### src/rtl/pacman_sfx_pkg.sv
// Shared types and widths for the Pac-Man sound-effect player.
package pacman_sfx_pkg;

    localparam int unsigned ADDR_W = 10;
    localparam int unsigned DATA_W = 9;

    typedef enum logic [1:0] {
        StIdle,
        StFetch,
        StLoad,
        StPlay
    } sfx_state_e;

endpackage

### src/rtl/pacman_tone_gen.sv
// Square-wave tone generator: a PRESCALE-clk prescaler drives a half-period down-counter
// whose expiry toggles the tone and reloads the captured half period.
module pacman_tone_gen
    import pacman_sfx_pkg::*;
#(
    parameter int unsigned PRESCALE = 16
) (
    input  logic              clk,
    input  logic              rst,
    input  logic              enable,
    input  logic              load,
    input  logic              clear,
    input  logic [DATA_W-1:0] half_period,
    output logic              tone
);

    localparam int unsigned PRE_W = 8;
    localparam logic [PRE_W-1:0] PRE_LAST = PRE_W'(PRESCALE - 1);

    logic [PRE_W-1:0]  pre_q, pre_d;
    logic [DATA_W-1:0] cnt_q, cnt_d;
    logic [DATA_W-1:0] half_period_q, half_period_d;
    logic              tone_q, tone_d;
    logic              step;

    always_comb begin
        pre_d         = pre_q;
        cnt_d         = cnt_q;
        half_period_d = half_period_q;
        tone_d        = tone_q;
        step          = 1'b0;
        if (clear) begin
            pre_d  = '0;
            cnt_d  = '0;
            tone_d = 1'b0;
        end else if (load) begin
            pre_d         = '0;
            cnt_d         = half_period;
            half_period_d = half_period;
            // A zero half period is silence, regardless of the phase left by the last entry.
            if (half_period == '0) begin
                tone_d = 1'b0;
            end
        end else if (enable) begin
            if (pre_q == PRE_LAST) begin
                pre_d = '0;
                step  = 1'b1;
            end else begin
                pre_d = pre_q + 8'd1;
            end
            if (step && (half_period_q != '0)) begin
                if (cnt_q <= 9'd1) begin
                    tone_d = ~tone_q;
                    cnt_d  = half_period_q;
                end else begin
                    cnt_d = cnt_q - 9'd1;
                end
            end
        end
    end

    always_ff @(posedge clk or posedge rst) begin
        if (rst) begin
            pre_q         <= '0;
            cnt_q         <= '0;
            half_period_q <= '0;
            tone_q        <= 1'b0;
        end else begin
            pre_q         <= pre_d;
            cnt_q         <= cnt_d;
            half_period_q <= half_period_d;
            tone_q        <= tone_d;
        end
    end

    assign tone = tone_q;

endmodule

### src/rtl/pacman_sfx_player.sv
// Plays a tone table from an external registered ROM, one entry per ENTRY_CYCLES clks.
// Define SFX_RETRIGGER_EN to let start restart playback while busy.
module pacman_sfx_player
    import pacman_sfx_pkg::*;
#(
    parameter int unsigned       PRESCALE     = 16,
    parameter int unsigned       ENTRY_CYCLES = 4096,
    parameter logic [DATA_W-1:0] END_CODE     = 9'd511
) (
    input  logic              clk,
    input  logic              rst,
    input  logic              start,
    output logic [ADDR_W-1:0] rom_addr,
    input  logic [DATA_W-1:0] rom_data,
    output logic              audio_out,
    output logic              busy,
    output logic              done
);

    localparam logic [15:0] TIMER_LAST = 16'(ENTRY_CYCLES - 1);

    sfx_state_e        state_q, state_d;
    logic [ADDR_W-1:0] addr_q, addr_d;
    logic [15:0]       timer_q, timer_d;
    logic              busy_q, busy_d;
    logic              done_q, done_d;
    logic              tone_en, tone_load, tone_clear;

    always_comb begin
        state_d    = state_q;
        addr_d     = addr_q;
        timer_d    = timer_q;
        busy_d     = busy_q;
        done_d     = 1'b0;
        tone_clear = 1'b0;
        unique case (state_q)
            StIdle: begin
                if (start) begin
                    addr_d  = '0;
                    timer_d = '0;
                    busy_d  = 1'b1;
                    state_d = StFetch;
                end
            end
            StFetch: state_d = StLoad;
            StLoad: begin
                timer_d = '0;
                if (rom_data == END_CODE) begin
                    state_d    = StIdle;
                    busy_d     = 1'b0;
                    done_d     = 1'b1;
                    tone_clear = 1'b1;
                end else begin
                    state_d = StPlay;
                end
            end
            StPlay: begin
                if (timer_q == TIMER_LAST) begin
                    timer_d = '0;
                    // The last table slot ends playback instead of wrapping to entry 0.
                    if (addr_q == '1) begin
                        state_d    = StIdle;
                        busy_d     = 1'b0;
                        done_d     = 1'b1;
                        tone_clear = 1'b1;
                    end else begin
                        addr_d  = addr_q + 10'd1;
                        state_d = StFetch;
                    end
                end else begin
                    timer_d = timer_q + 16'd1;
                end
            end
            default: state_d = StIdle;
        endcase
`ifdef SFX_RETRIGGER_EN
        if (start && (state_q != StIdle)) begin
            state_d    = StFetch;
            addr_d     = '0;
            timer_d    = '0;
            busy_d     = 1'b1;
            done_d     = 1'b0;
            tone_clear = 1'b1;
        end
`endif
    end

    always_ff @(posedge clk or posedge rst) begin
        if (rst) begin
            state_q <= StIdle;
            addr_q  <= '0;
            timer_q <= '0;
            busy_q  <= 1'b0;
            done_q  <= 1'b0;
        end else begin
            state_q <= state_d;
            addr_q  <= addr_d;
            timer_q <= timer_d;
            busy_q  <= busy_d;
            done_q  <= done_d;
        end
    end

    assign tone_en   = (state_q == StPlay);
    assign tone_load = (state_q == StLoad) && (rom_data != END_CODE);

    pacman_tone_gen #(
        .PRESCALE(PRESCALE)
    ) u_tone (
        .clk        (clk),
        .rst        (rst),
        .enable     (tone_en),
        .load       (tone_load),
        .clear      (tone_clear),
        .half_period(rom_data),
        .tone       (audio_out)
    );

    assign rom_addr = addr_q;
    assign busy     = busy_q;
    assign done     = done_q;

endmodule
### config.mk
export PLATFORM = sky130hd
export DESIGN_NAME = pacman_sfx_player
export DESIGN_NICKNAME = d
export VERILOG_FILES = /design/src/rtl/pacman_sfx_pkg.sv /design/src/rtl/pacman_tone_gen.sv /design/src/rtl/pacman_sfx_player.sv
export SDC_FILE = /design/constraint.sdc
export NUM_CORES = 1
export LEC_CHECK = 0
export CAP_MARGIN = 40
export CELL_PAD_IN_SITES_DETAIL_PLACEMENT = 1
export CELL_PAD_IN_SITES_GLOBAL_PLACEMENT = 2
export CORE_MARGIN = 2
export CORE_UTILIZATION = 30
export DETAILED_ROUTE_END_ITERATION = 10
export MAX_ROUTING_LAYER = met4
export PLACE_DENSITY_LB_ADDON = 0.08
export SETUP_SLACK_MARGIN = 0.1
export SYNTH_ARGS = -nofsm -noshare
export SYNTH_HDL_FRONTEND = slang
export SYNTH_SLANG_ARGS = --single-unit
### constraint.sdc
create_clock -name clk -period 2.13 [get_ports clk]
set_input_delay 0.639 -clock clk [delete_from_list [all_inputs] [get_ports clk]]
set_output_delay 0.639 -clock clk [all_outputs]
set_load 0.01 [all_outputs]
-- Word-level counts from Yosys, hierarchy flattened
Index checks and enable logic that the tools add are counted.
- flip-flop bits (word level): 57
- bits of input ports: 12
- logic and storage cells: 87
- output and inout port bits: 13
- add/subtract/negate cells: 4
- magnitude comparators: 1
- reduce and logical (&&, ||, !) cells: 17
- bitwise logic cells: 2
- eq/ne operators: 14
- multiplexer cells: 40
- operator list (kind ; number):
    16-bit case mux with 3 select lines ; 1
    9-bit two-way mux ; 5
    16-bit two-way mux ; 2
    8-bit two-way mux ; 4
    10-bit two-way mux ; 3
    10-bit case mux with 2 select lines ; 1
    1-bit two-way mux ; 18
    16-bit by 1-bit adder with 16-bit output (second input constant) ; 1
    16-bit by 12-bit == test with 1-bit output (second input constant) ; 1
    3-bit nonzero test ; 4
    10-bit by 1-bit adder with 10-bit output (second input constant) ; 1
    10-bit == test (second input constant) ; 1
    9-bit == test (second input constant) ; 1
    9-bit by 1-bit less-or-equal comparator with 1-bit output (second input constant) ; 1
    9-bit zero test ; 1
    9-bit != test (second input constant) ; 1
    9-bit nonzero test ; 1
    9-bit by 1-bit subtractor with 9-bit output (second input constant) ; 1
    8-bit by 1-bit adder with 8-bit output (second input constant) ; 1
    8-bit by 4-bit == test with 1-bit output (second input constant) ; 1
    2-bit case mux with 4 select lines ; 1
    2-bit AND reduction ; 4
    4-bit AND reduction ; 2
    2-bit two-way mux ; 3
    other kinds (12) ; 18

-- Depth between registers and ports, before layout
- word-level depth: 10
- gate-level depth with buffers: 8

-- Cells and area by module
A second synthesis with hierarchy kept.
- cells, all modules: 366
- area, all modules: 3270.6 um2
- modules (own cells, without submodules) (module ; instances ; cells an instance ; area an instance (um2) ; sequential area each (um2)):
    pacman_sfx_player ; 1 ; 176 ; 1681.6 ; 750.7
    pacman_tone_gen ; 1 ; 190 ; 1589.0 ; 675.6

-- Worst setup path after synthesis
No wires, ideal clock.
- path type: reg-to-reg
- start point: register timer_q[12]
- end point: register u_tone.cnt_q[1]
- stages on the path, launching flop included: 7
- path buffers: 1
- clock period less this slack: 2246 ps
- library setup time: 131 ps
- arrival time: 2115 ps
- path slack: -116 ps
- cells stage by stage: dfrtp_1 or4_1 or4_1 buf_6 o21a_2 a21oi_4 o22ai_1
- cells in the longest elaborated chain, start to end: 5
- ends and longest elaborated chain (what ; RTL line ; source):
    start: declaration ; pacman_sfx_player.sv:24 ; logic [15:0] timer_q, timer_d;
    start signal: assignment ; pacman_sfx_player.sv:98 ; timer_q <= timer_d;
    16-bit by 12-bit == test with 1-bit output (*) ; pacman_sfx_player.sv:58 ; if (timer_q == TIMER_LAST) begin
    1-bit two-way mux (*) ; pacman_sfx_player.sv:58 ;
    1-bit case mux with 2 select lines (*) ; pacman_sfx_player.sv:36 ; unique case (state_q)
    3-bit nonzero test (no line) ; n/a ;
    2-bit AND reduction (no line) ; n/a ;
    end signal: assignment ; pacman_tone_gen.sv:70 ; cnt_q <= cnt_d;
    end: declaration ; pacman_tone_gen.sv:21 ; logic [DATA_W-1:0] cnt_q, cnt_d;
Every way passes the cells marked *; elsewhere a longest branch is shown, timed or not.
A chain may end at the register's enable or synchronous reset.

-- Worst setup path after layout
- start point: register timer_q[15]
- end point: register addr_q[5], in the netlist rom_addr[5]
- cells in the longest elaborated chain, start to end: 3
- ends and longest elaborated chain (what ; RTL line ; source):
    16-bit by 12-bit == test with 1-bit output ; pacman_sfx_player.sv:58 ;
    2-bit by 1-bit != test with 1-bit output (no line) ; n/a ;
    4-bit AND reduction (no line) ; n/a ;
    end signal: assignment ; pacman_sfx_player.sv:97 ; addr_q <= addr_d;
    end: declaration ; pacman_sfx_player.sv:23 ; logic [ADDR_W-1:0] addr_q, addr_d;
No other way between the ends.

==> flow_summary.json <==
{
  "status": "finished, violations left",
  "violations": "negative setup slack",
  "wl_per_cell_um": 16.98,
  "std_cell_rows": 37,
  "worst_slack_ns": -0.05784,
  "cp_data_required_time_ns": 2.36,
  "ys_seq_elements": 57,
  "ys_top_cells_by_count": "nand2_1, dfrtp_1, nor2_1",
  "vias_per_cell": 5.127,
  "setup_viol": 12,
  "clock_latency_ns": 0.34,
  "tritoncts": "yes",
  "hold_violations": 0,
  "die_h_um": 106.1,
  "finalCriticalPeriod_ns": 2.188,
  "min_period_over_period_pct": 102.7,
  "routabilityCongestion": 0.7920,
  "grt_pass1_vias": 3063,
  "cp_data_arrival_time_ns": 2.42,
  "synth_edf_count": 0,
  "yosys.area.top_type": "dfrtp_1",
  "coreArea_um2": 10230,
  "worst_pin_slew_ns": 0.5254,
  "syn_nets": 355,
  "start_util_pct": 30.56,
  "io_buffers": 24,
  "ir_worst_vdd_mv": 0.2293,
  "synth_area_leaders": "dfrtp_1, nand2_1, xor2_1",
  "timing.fmax_ghz": 0.4571,
  "hold_depth": 1,
  "n_fill_cell": 1192,
  "clock_sinks": 57,
  "r2r_setup_slack_ns": -0.06,
  "worst-r2r-cell-count": 6,
  "drive_gt1_share_pct": 26.20,
  "path_class": "flop to flop",
  "worst-path-max-fanout": 5,
  "ys_seq_area_share_pct": 45.62,
  "cap_violations": 0,
  "skew_ns": 0.01329,
  "grt_max_degree": 58,
  "grt.overflow.total": 0,
  "synthCells": 338,
  "layout.nets": 451,
  "antenna_left": 0,
  "drc": 0,
  "power.total_mw": 2.330,
  "p_leak_nw": 2.044,
  "ys_types": 48,
  "synth_top_area_share_pct": 45.62,
  "hold_end": "u_tone.tone",
  "yosys_warnings": 0,
  "drv_slew": 0,
  "dp_slack_ns": -0.2219,
  "syn-cell-area_um2": 3127,
  "hpwl_mm": 6.981,
  "path_clk_slew_ns": 0.07,
  "numCtsBuffers": 9,
  "rsz0062_at_grt": "true",
  "n_antenna_cell": 0,
  "start_kind": "flop",
  "p_per_area_nw_per_um2": 523.3,
  "grt_util_all_layers_pct": 18.93,
  "hp-start": "u_tone.tone",
  "yosys_most_used_dff": "dfrtp_1",
  "hold_class": "flop to flop",
  "antenna_found_initial": 0,
  "cts-root-buf": "clkbuf_8",
  "yosysMostFrequentCell": "nand2_1",
  "design.portCount": 25,
  "die_width_um": 106.1,
  "synth.avg_cell_area_um2": 9.251,
  "r2r_start": "timer_q[15]",
  "end_kind": "flop",
  "grt_pass1_wl_mm": 16.02,
  "syn2layout_area_growth_pct": 42.42,
  "maxSlewHeadroom_pct": 64.65,
  "totalWireLength_mm": 9.763,
  "dieArea_um2": 11260,
  "vias": 2948,
  "clockBufferDepth": 2,
  "hold_ws_ns": 0.5031,
  "synthArstFlopShare_pct": 100.0,
  "htree_levels": 3,
  "rr_endpoint": "rom_addr[5]",
  "drtIter0Drc": 97,
  "firstDrtPassIters": 4
}
[state kept, by name, indices dropped and copies added, names as in the netlist]
name,count
busy,1
u_tone.tone,1
rom_addr,10
u_tone.half_period_q,9
u_tone.cnt_q,9
timer_q,16
done,1
state_q,2
u_tone.pre_q,8
[kinds of logic after synthesis]
family / after synthesis / synth area share (%)
AOI/OAI and AO/OA: 68 / 15.61
xor gates and xnor gates: 19 / 5.322
adders and majority gates: 5 / 2.001
buffers and inverters: 19 / 2.521
DFF: 57 / 45.62
muxes: 10 / 3.281
and+or+nand+nor: 160 / 25.65
[power by group]
| group | leakage, nW | internal [mW] | switching, mW | total [mW] |
|---|---|---|---|---|
| logic | 1.25 | 0.0342 | 0.0377 | 0.0720 |
| clock network | 0.115 | 0.718 | 0.458 | 1.18 |
| registers | 0.677 | 1.08 | 0 | 1.08 |
[worst max-delay path by stage]
| stage | startpoint | endpoint | cells past startpoint |
|---|---|---|---|
| 2_1_floorplan | timer_q[12] | rom_addr[5] | 6 |
| 3_3_place_gp | rom_data[0] | u_tone.tone | 7 |
| 3_5_place_dp | rom_data[0] | u_tone.tone | 7 |
| 4_1_cts | timer_q[15] | u_tone.cnt_q[1] | 5 |
| 5_1_grt | timer_q[15] | u_tone.pre_q[2] | 6 |
| 6_report | timer_q[15] | rom_addr[5] | 6 |
[layout make-up]
cell class	instances	area, µm²	share of cell area (%)
repair buffers	91	799.5	17.95
flip-flops and latches	57	1430	32.12
inverters	12	48.80	1.096
well taps	136	170.2	3.821
clock buffers	11	151.4	3.400
clock inverters	5	77.57	1.742
multi-input cells	263	1775	39.87
[placed cells by master, fill, tap and decap left out, drive strengths merged, types with 2 or more instances in the layout]
cell	n
a21o	3
a21oi	9
a31oi	8
and2	3
and3	9
and4	2
buf	67
bufinv	2
clkbuf	11
clkdlybuf4s50	22
clkinv	2
clkinvlp	2
dfrtp	57
dlymetal6s2s	2
ha	5
inv	11
mux2	2
mux2i	8
nand2	58
nand2b	3
nand3	15
nand4	17
nor2	26
nor3	6
nor4	12
o21a	5
o21ai	17
o221ai	3
o22ai	2
o2bb2ai	5
o31ai	4
or3	3
or4	6
xnor2	6
xor2	13
[metal layers]
metal / up-vias / track usage, % / share of wire [%]
met5: - / - / 0
met4: 0 / 5.075 / 1.0
met3: 9 / 3.311 / 2.4
met2: 42 / 31.38 / 49
met1: 1462 / 24.04 / 47
li1: 1435 / - / -
[critical path: stages, from the launching register on]
cell and delay [ns]:
dfrtp_1 0.38, or4_4 0.57, or4_4 0.51, buf_4 0.18, nor4_4 0.23, xnor2_1 0.16, nor2_1 0.05
[through the flow]
step	instance area, µm²	instances	util [%]	TNS (ns)
2_1_floorplan	3166	338	-	0
3_3_place_gp	4029	552	39.38	-2.509
3_5_place_dp	4029	552	39.38	-2.986
4_1_cts	4320	570	42.23	-0.5680
5_1_grt	4453	575	43.52	-1.781
6_report	4453	575	43.52	-0.4135
[timing repair]
action / in CTS / in global routing
hold buffers: 0 / 0
resized for setup: 10 / 27
gates cloned: 1 / 1
setup buffers: 1 / 4
setup endpoints to repair: 34 / 51
pin swaps: 7 / 15
(Power assumes the default switching activity.)
